### config.mk
export PLATFORM = sky130hd
export DESIGN_NAME = cdb_rr_arbiter
export DESIGN_NICKNAME = d
export VERILOG_FILES = /design/src/rtl/cdb_rr_arbiter.sv
export SDC_FILE = /design/constraint.sdc
export NUM_CORES = 1
export LEC_CHECK = 0
export CORE_AREA = 2 2 137 139
export DETAILED_ROUTE_END_ITERATION = 7
export DIE_AREA = 0 0 139 141
export GPL_TIMING_DRIVEN = 0
export PLACE_DENSITY = 0.72
export SLEW_MARGIN = 10
export SYNTH_ARGS = -nofsm -noshare
export SYNTH_HDL_FRONTEND = slang
export SYNTH_SLANG_ARGS = --single-unit
### constraint.sdc
create_clock -name clk -period 3.4 [get_ports clk]
set_input_delay 0.51 -clock clk [delete_from_list [all_inputs] [get_ports clk]]
set_output_delay 0.51 -clock clk [all_outputs]
set_load 0.03 [all_outputs]
### src/rtl/cdb_rr_arbiter.sv
// cdb_rr_arbiter: round-robin arbiter that drives the common data bus (CDB)
// from NUM_UNITS functional units.
//
// Each cycle at most one requesting unit is granted. Its payload is registered
// onto the CDB, so the broadcast appears one cycle after the transfer. The
// registered CDB feeds the reservation stations, the ROB and the rename stage.
//
// Handshake (req/grant): a unit holds req high with a stable payload until it
// sees grant high in the same cycle. req & grant at a rising clk edge is a
// transfer. The unit may drop or replace req on the following cycle. grant is
// combinational and one-hot. It is forced to zero during flush, cdbStall or
// reset.
//
// Optional feature, compile-time macro CDB_GRANT_COUNT_EN: adds the grantCount
// output, which holds one 16-bit saturating transfer counter per unit.
module cdb_rr_arbiter #(
    parameter int WIDTH     = 31,  // MSB index of result/target
    parameter int ROB       = 2,   // MSB index of ROB tag
    parameter int NUM_UNITS = 4    // number of requesting units (>= 2)
) (
    input  logic                           clk,
    input  logic                           resetN,
    input  logic                           flush,
    input  logic                           cdbStall,
    input  logic [NUM_UNITS-1:0]           req,
    input  logic [NUM_UNITS*(WIDTH+1)-1:0] unitResult,
    input  logic [NUM_UNITS*(ROB+1)-1:0]   unitRob,
    input  logic [NUM_UNITS*(WIDTH+1)-1:0] unitTarget,
    input  logic [NUM_UNITS-1:0]           unitIsControl,
    output logic [NUM_UNITS-1:0]           grant,
    output logic [WIDTH:0]                 cdbResult,
    output logic [ROB:0]                   cdbRob,
    output logic                           cdbValid,
    output logic [WIDTH:0]                 cdbTarget,
    output logic                           cdbIsControl
`ifdef CDB_GRANT_COUNT_EN
    ,
    output logic [NUM_UNITS*16-1:0]        grantCount
`endif
);

    localparam int PTR_W = (NUM_UNITS > 1) ? $clog2(NUM_UNITS) : 1;
    localparam logic [PTR_W-1:0] LAST_UNIT = PTR_W'(NUM_UNITS - 1);

    // Round-robin pointer: the unit that has first claim on the next grant.
    logic [PTR_W-1:0] ptr_q, ptr_d;

    // Registered CDB broadcast.
    logic [WIDTH:0]   cdb_result_q;
    logic [ROB:0]     cdb_rob_q;
    logic             cdb_valid_q;
    logic [WIDTH:0]   cdb_target_q;
    logic             cdb_is_control_q;

    // Winner of the current search.
    logic             xfer;
    logic [PTR_W-1:0] win_idx;
    logic [WIDTH:0]   win_result;
    logic [ROB:0]     win_rob;
    logic [WIDTH:0]   win_target;
    logic             win_is_control;

    // Search req from ptr_q upward with wrap-around. The first hit wins.
    always_comb begin
        int               idx;
        logic [PTR_W-1:0] cand;
        xfer    = 1'b0;
        win_idx = '0;
        grant   = '0;
        idx     = 0;
        cand    = '0;
        if (resetN && !flush && !cdbStall) begin
            for (int i = 0; i < NUM_UNITS; i++) begin
                idx = int'(ptr_q) + i;
                if (idx >= NUM_UNITS) begin
                    idx = idx - NUM_UNITS;
                end
                cand = PTR_W'(idx);
                if (!xfer && req[cand]) begin
                    xfer    = 1'b1;
                    win_idx = cand;
                end
            end
            if (xfer) begin
                grant[win_idx] = 1'b1;
            end
        end
    end

    // Select the winning unit's payload slices.
    always_comb begin
        win_result     = unitResult[int'(win_idx)*(WIDTH+1) +: (WIDTH+1)];
        win_rob        = unitRob[int'(win_idx)*(ROB+1) +: (ROB+1)];
        win_target     = unitTarget[int'(win_idx)*(WIDTH+1) +: (WIDTH+1)];
        win_is_control = unitIsControl[win_idx];
    end

    // Next pointer: one past the winner, wrapping explicitly so that
    // non-power-of-two unit counts stay in range.
    always_comb begin
        ptr_d = ptr_q;
        if (xfer) begin
            ptr_d = (win_idx == LAST_UNIT) ? '0 : win_idx + 1'b1;
        end
    end

    // Pointer register. xfer is already low under flush/stall, so it holds then.
    always_ff @(posedge clk or negedge resetN) begin
        if (!resetN) begin
            ptr_q <= '0;
        end else begin
            ptr_q <= ptr_d;
        end
    end

    // CDB output register. Flush beats stall, stall freezes the broadcast,
    // an idle cycle drops valid but keeps the data bits.
    always_ff @(posedge clk or negedge resetN) begin
        if (!resetN) begin
            cdb_result_q     <= '0;
            cdb_rob_q        <= '0;
            cdb_valid_q      <= 1'b0;
            cdb_target_q     <= '0;
            cdb_is_control_q <= 1'b0;
        end else if (flush) begin
            cdb_valid_q      <= 1'b0;
            cdb_is_control_q <= 1'b0;
        end else if (cdbStall) begin
            cdb_valid_q      <= cdb_valid_q;
            cdb_is_control_q <= cdb_is_control_q;
        end else if (xfer) begin
            cdb_valid_q      <= 1'b1;
            cdb_result_q     <= win_result;
            cdb_rob_q        <= win_rob;
            cdb_is_control_q <= win_is_control;
            // Target is only meaningful for control flow. Keep the last one otherwise.
            if (win_is_control) begin
                cdb_target_q <= win_target;
            end
        end else begin
            cdb_valid_q      <= 1'b0;
            cdb_is_control_q <= 1'b0;
        end
    end

    assign cdbResult    = cdb_result_q;
    assign cdbRob       = cdb_rob_q;
    assign cdbValid     = cdb_valid_q;
    assign cdbTarget    = cdb_target_q;
    assign cdbIsControl = cdb_is_control_q;

`ifdef CDB_GRANT_COUNT_EN
    logic [15:0] grant_cnt_q [NUM_UNITS];

    // Per-unit saturating transfer counters. Only reset clears them, not flush.
    always_ff @(posedge clk or negedge resetN) begin
        if (!resetN) begin
            for (int i = 0; i < NUM_UNITS; i++) begin
                grant_cnt_q[i] <= '0;
            end
        end else begin
            for (int i = 0; i < NUM_UNITS; i++) begin
                if (grant[i] && req[i] && (grant_cnt_q[i] != 16'hFFFF)) begin
                    grant_cnt_q[i] <= grant_cnt_q[i] + 16'd1;
                end
            end
        end
    end

    // Pack the counters onto the flat output bus, unit i at slice i.
    always_comb begin
        grantCount = '0;
        for (int i = 0; i < NUM_UNITS; i++) begin
            grantCount[i*16 +: 16] = grant_cnt_q[i];
        end
    end
`endif

endmodule

==> run summary <==
The tools report the number of distinct library cell variants in the gate-level netlist after synthesis as 32. The async set-or-reset flop fraction in the synthesized netlist is 100%, and the number of buffers inserted for hold repair after clock tree synthesis is 0. The clock-pin slew of the registers on the worst-case setup and hold paths is 0.06 ns, and the initial core utilization is 25.5%. Relative to the synthesized area, the layout overhead comes to 90.9%. For the number of vias after detailed routing, the log shows 5736.

The total setup violations reported at the end of the flow is 0, and the worst relative slew slack is 44.6%. The warning count from the yosys run is 0, and the worst setup skew after layout is 0.00833 ns. The maximum net fanout on the critical path is 10, and the minimum setup slack after placement is -0.912 ns.

Summing the sequential cell areas from Yosys gives 38.2% of the chip area. The run gives 0 as the total count of max-transition violations in the final report. The power per unit of standard cell area is 612 nW/um^2. In this run the cell area of the synthesized design comes to 4650 sq um. The run finished with clean final reports.

TritonCTS built the clock tree. The initial antenna violation count is 1. The tools report the fraction of power consumed by combinational cells as 55.9%. The area enclosed by the die boundary is 19600 sq um. The worst setup path is of the input port to output pin kind. Setup slack on the critical path of the routed design comes to 0.101 ns. The cell sitting at the root of the clock tree is a sky130_fd_sc_hd__clkbuf_16. Data on the critical path arrives at its endpoint at 2.79 ns.

The floorplan has 50 rows. The largest area contributor in the netlist was sky130_fd_sc_hd__dfrtp_1. The share of cell area taken by muxes after synthesis came out at 15.1%. The total global routing track utilization was 22.5%.

Pin placement for this block handled 353 I/O pins. For the worst setup path, the data required time is 2.89 ns. Of the total synthesized cell area, the portion taken by full adders, half adders and majority gates is 0%. The net switching component of the power is 2.28 mW, and the post-layout instance area is 8880 sq um.

For the number of global-route vias before repair, the log shows 5832. For the worst-skew pair, the clock arrives at the later sink with an insertion delay of 0.33 ns. Per report_power, the sequential group accounts for 25.5% of the total. The initial DRC count was 378. The post-route netlist has 7.93% of its cells at a drive strength greater than 1. The number of buffers on the longest clock path is 2, and the cell area after placement is 8490 sq um.

The clock period could shrink to 3.30 ns. After synthesis, the largest family of logic cells by area is compound AO/OA/AOI/OAI gates. In this run, CTS created clock tree buffers numbering 9. The floorplan step set the die height to 141 um.

For the setup TNS, the log shows 0 ns. The H-tree was split into 3 levels. The flip-flop and latch count after synthesis was 71; the post-synthesis share of cell area spent on and, or, nand and nor gates was 15.0%. The synthesized net count was 816; the number of synthesized flops with an enable pin was 0. Synthesis produced a netlist whose cell count is 536.

After detailed routing, the average wire length per cell comes to 19.9 um. Summing the areas of all compound-gate instances in the mapped netlist gives 24.1% of the synthesized area. The count of max-cap constraint violations is 0, and the total core area is 18300 sq um. In the synthesized netlist the dominant register cell turns out to be sky130_fd_sc_hd__dfrtp_1.

Summed over all layers, the global routing overflow is 0. Timing would allow up to 303 MHz. The filler cells instantiated in the layout total 1764. The worst path uses 97.0% of the clock period. For the worst flop-to-flop path, the logic depth is 7. The logs give 0 for the residual DRC count and 3.16 mW for the internal power contribution. The share of the synthesized area in the top cell type is 38.2%. Detailed placer's ending HPWL: 18000 um. STA classifies the critical path startpoint as an input port.

The tools report the final-stage net count as 1183. Setup repair after global routing could not meet its margin everywhere. The first global-routing pass estimated 33900 um of wire. The peak supply drop was 0.397 mV; the post-route antenna net violation count was 0. The number of buffers added on ports is 352, and the largest net degree at the start of global routing is 38.

A synthesized cell averages 8.68 sq um. Detailed-router iteration count before antenna repair: 8. Number of hold violations in the final report: 0. By area the synthesized netlist is led by sky130_fd_sc_hd__dfrtp_1 38%, sky130_fd_sc_hd__nand2_1 8.8%, sky130_fd_sc_hd__mux2_2 7.7%. The routed design has 22800 um of wire. Dividing the detail-routed via count by the number of cells gives 5.02.

After Yosys synthesis, XOR and XNOR cells account for 0.188% of the synthesized area. The routability-driven placement congestion ratio was 0.859. Net switching is 41.9% of the power. The die boundary width works out to 139 um.

The tools report the total power consumption of the routed design as 5.44 mW. The min-delay analysis places its worst path in the category input port to asynchronous set/reset pin. Slew at the pin closest to its max-slew limit: 0.827 ns. Per report_power, the clock group accounts for 18.6% of the total.

The tree built by TritonCTS fans out to 71 sinks. The analysis attributes to cell leakage a power of 3.63 nW. STA classifies the critical path endpoint as an output pin.
-- cells in the mapped netlist (2+ instances only) --
library cell               number
sky130_fd_sc_hd__mux2_2        32
sky130_fd_sc_hd__a21oi_1        4
sky130_fd_sc_hd__nor3_1         4
sky130_fd_sc_hd__buf_6          3
sky130_fd_sc_hd__nand3_1       37
sky130_fd_sc_hd__nand2_1      109
sky130_fd_sc_hd__buf_1          4
sky130_fd_sc_hd__clkbuf_1      42
sky130_fd_sc_hd__nor2b_1        2
sky130_fd_sc_hd__a31oi_1       35
sky130_fd_sc_hd__inv_1         36
sky130_fd_sc_hd__dfrtp_1       71
sky130_fd_sc_hd__buf_2          2
sky130_fd_sc_hd__o21ai_0       36
sky130_fd_sc_hd__nand2b_1       2
sky130_fd_sc_hd__a22o_1        35
sky130_fd_sc_hd__a222oi_1      32
sky130_fd_sc_hd__nor2_1         3
sky130_fd_sc_hd__mux2i_1       34
-- layout make-up --
| class | instances | area [sq um] | share of cell area, % |
|---|---|---|---|
| timing repair buffer | 358 | 3580 | 40.3 |
| clock buffer | 12 | 236 | 2.66 |
| inverter | 36 | 135 | 1.52 |
| clock inverter | 4 | 70.1 | 0.789 |
| sequential | 71 | 1780 | 20.0 |
| antenna | 1 | 2.50 | 0.0282 |
| multi-input combinational | 378 | 2550 | 28.8 |
| tap | 234 | 293 | 3.30 |
| buffer | 49 | 229 | 2.58 |
-- registers in the layout (all words and copies together) (netlist names) --
signal	count
cdbResult	32
cdbTarget	32
cdbRob	3
ptr_q	2
cdbIsControl	1
cdbValid	1
-- cells in the final DEF, fill, tap and decap left out, drive strengths merged, types with 2 or more instances in the layout --
master and count:
a21oi 4, a222oi 32, a22o 35, a31oi 35, buf 16, bufinv 2
clkbuf 53, clkdlybuf4s50 347, clkinv 2, dfrtp 71, dlymetal6s2s 2, inv 36
mux2 32, mux2i 34, nand2 109, nand2b 2, nand3 37, nor2 3
nor2b 2, nor3 5, o21ai 37
-- logic make-up (layout without fill, tap and decap cells) --
group,after synthesis,count (layout)
XOR/XNOR,1,1
AO/OA/AOI/OAI,148,148
multiplexers,66,66
flip-flops,71,71
AND/OR/NAND/NOR,163,163
buffers and inverters,87,459
other,0,1
-- critical path, stage by stage --
cell	delay [ns]
sky130_fd_sc_hd__clkdlybuf4s50_1	0.60
sky130_fd_sc_hd__mux2i_1	0.11
sky130_fd_sc_hd__a32o_1	0.27
sky130_fd_sc_hd__or2_1	0.23
sky130_fd_sc_hd__buf_2	0.21
sky130_fd_sc_hd__nor3_4	0.28
sky130_fd_sc_hd__buf_4	0.25
sky130_fd_sc_hd__clkdlybuf4s15_2	0.32
-- power groups by stage --
| stage | combinational (mW) | sequential [mW] | clock, mW |
|---|---|---|---|
| finish | 3.04 | 1.38 | 1.01 |
| global route | 3.22 | 1.43 | 1.07 |
| CTS | 3.05 | 1.38 | 1.04 |
| detailed placement | 3.03 | 1.39 | 0 |
| global placement | 3.00 | 1.38 | 0 |
| floorplan | 0.929 | 2.04 | 0 |
-- per-stage QoR --
step	hold WS (ns)	utilization [%]	cells
finish	0.0648	48.6	1143
global route	0.0738	48.6	1143
CTS	0.0668	48.5	1141
detailed placement	0.468	46.5	1123
global placement	0.463	46.4	1122
floorplan	0.214	-	536
-- final timing paths --
kind / start / endpoint / slack [ns]
max: req[3] / grant[1] / 0.10
min: resetN / cdbTarget[3]$_DFFE_PN0P_ / 0.06
max reg2reg: ptr_q[1]$_DFFE_PN0P_ / cdbTarget[26]$_DFFE_PN0P_ / 0.51
min reg2reg: cdbValid$_DFFE_PN0P_ / cdbValid$_DFFE_PN0P_ / 0.48
max in group asynchronous: resetN / cdbResult[22]$_DFFE_PN0P_ / 2.79
min in group clk: cdbValid$_DFFE_PN0P_ / cdbValid$_DFFE_PN0P_ / 0.48
-- layer usage --
layer	vias to the layer above	GRT usage [%]	share of wire [%]
li1	2709	-	-
met1	2672	26.9	40
met2	319	38.4	49
met3	36	6.01	8.5
met4	0	8.98	2.9
met5	-	0	0
-- what timing repair did --
item                                    in CTS  in global routing
endpoints found under the setup margin       4                  6
buffers inserted                             4                  1
gates resized for setup                     16                 11
pin swaps                                    2                  1
(Power assumes the default switching activity.)
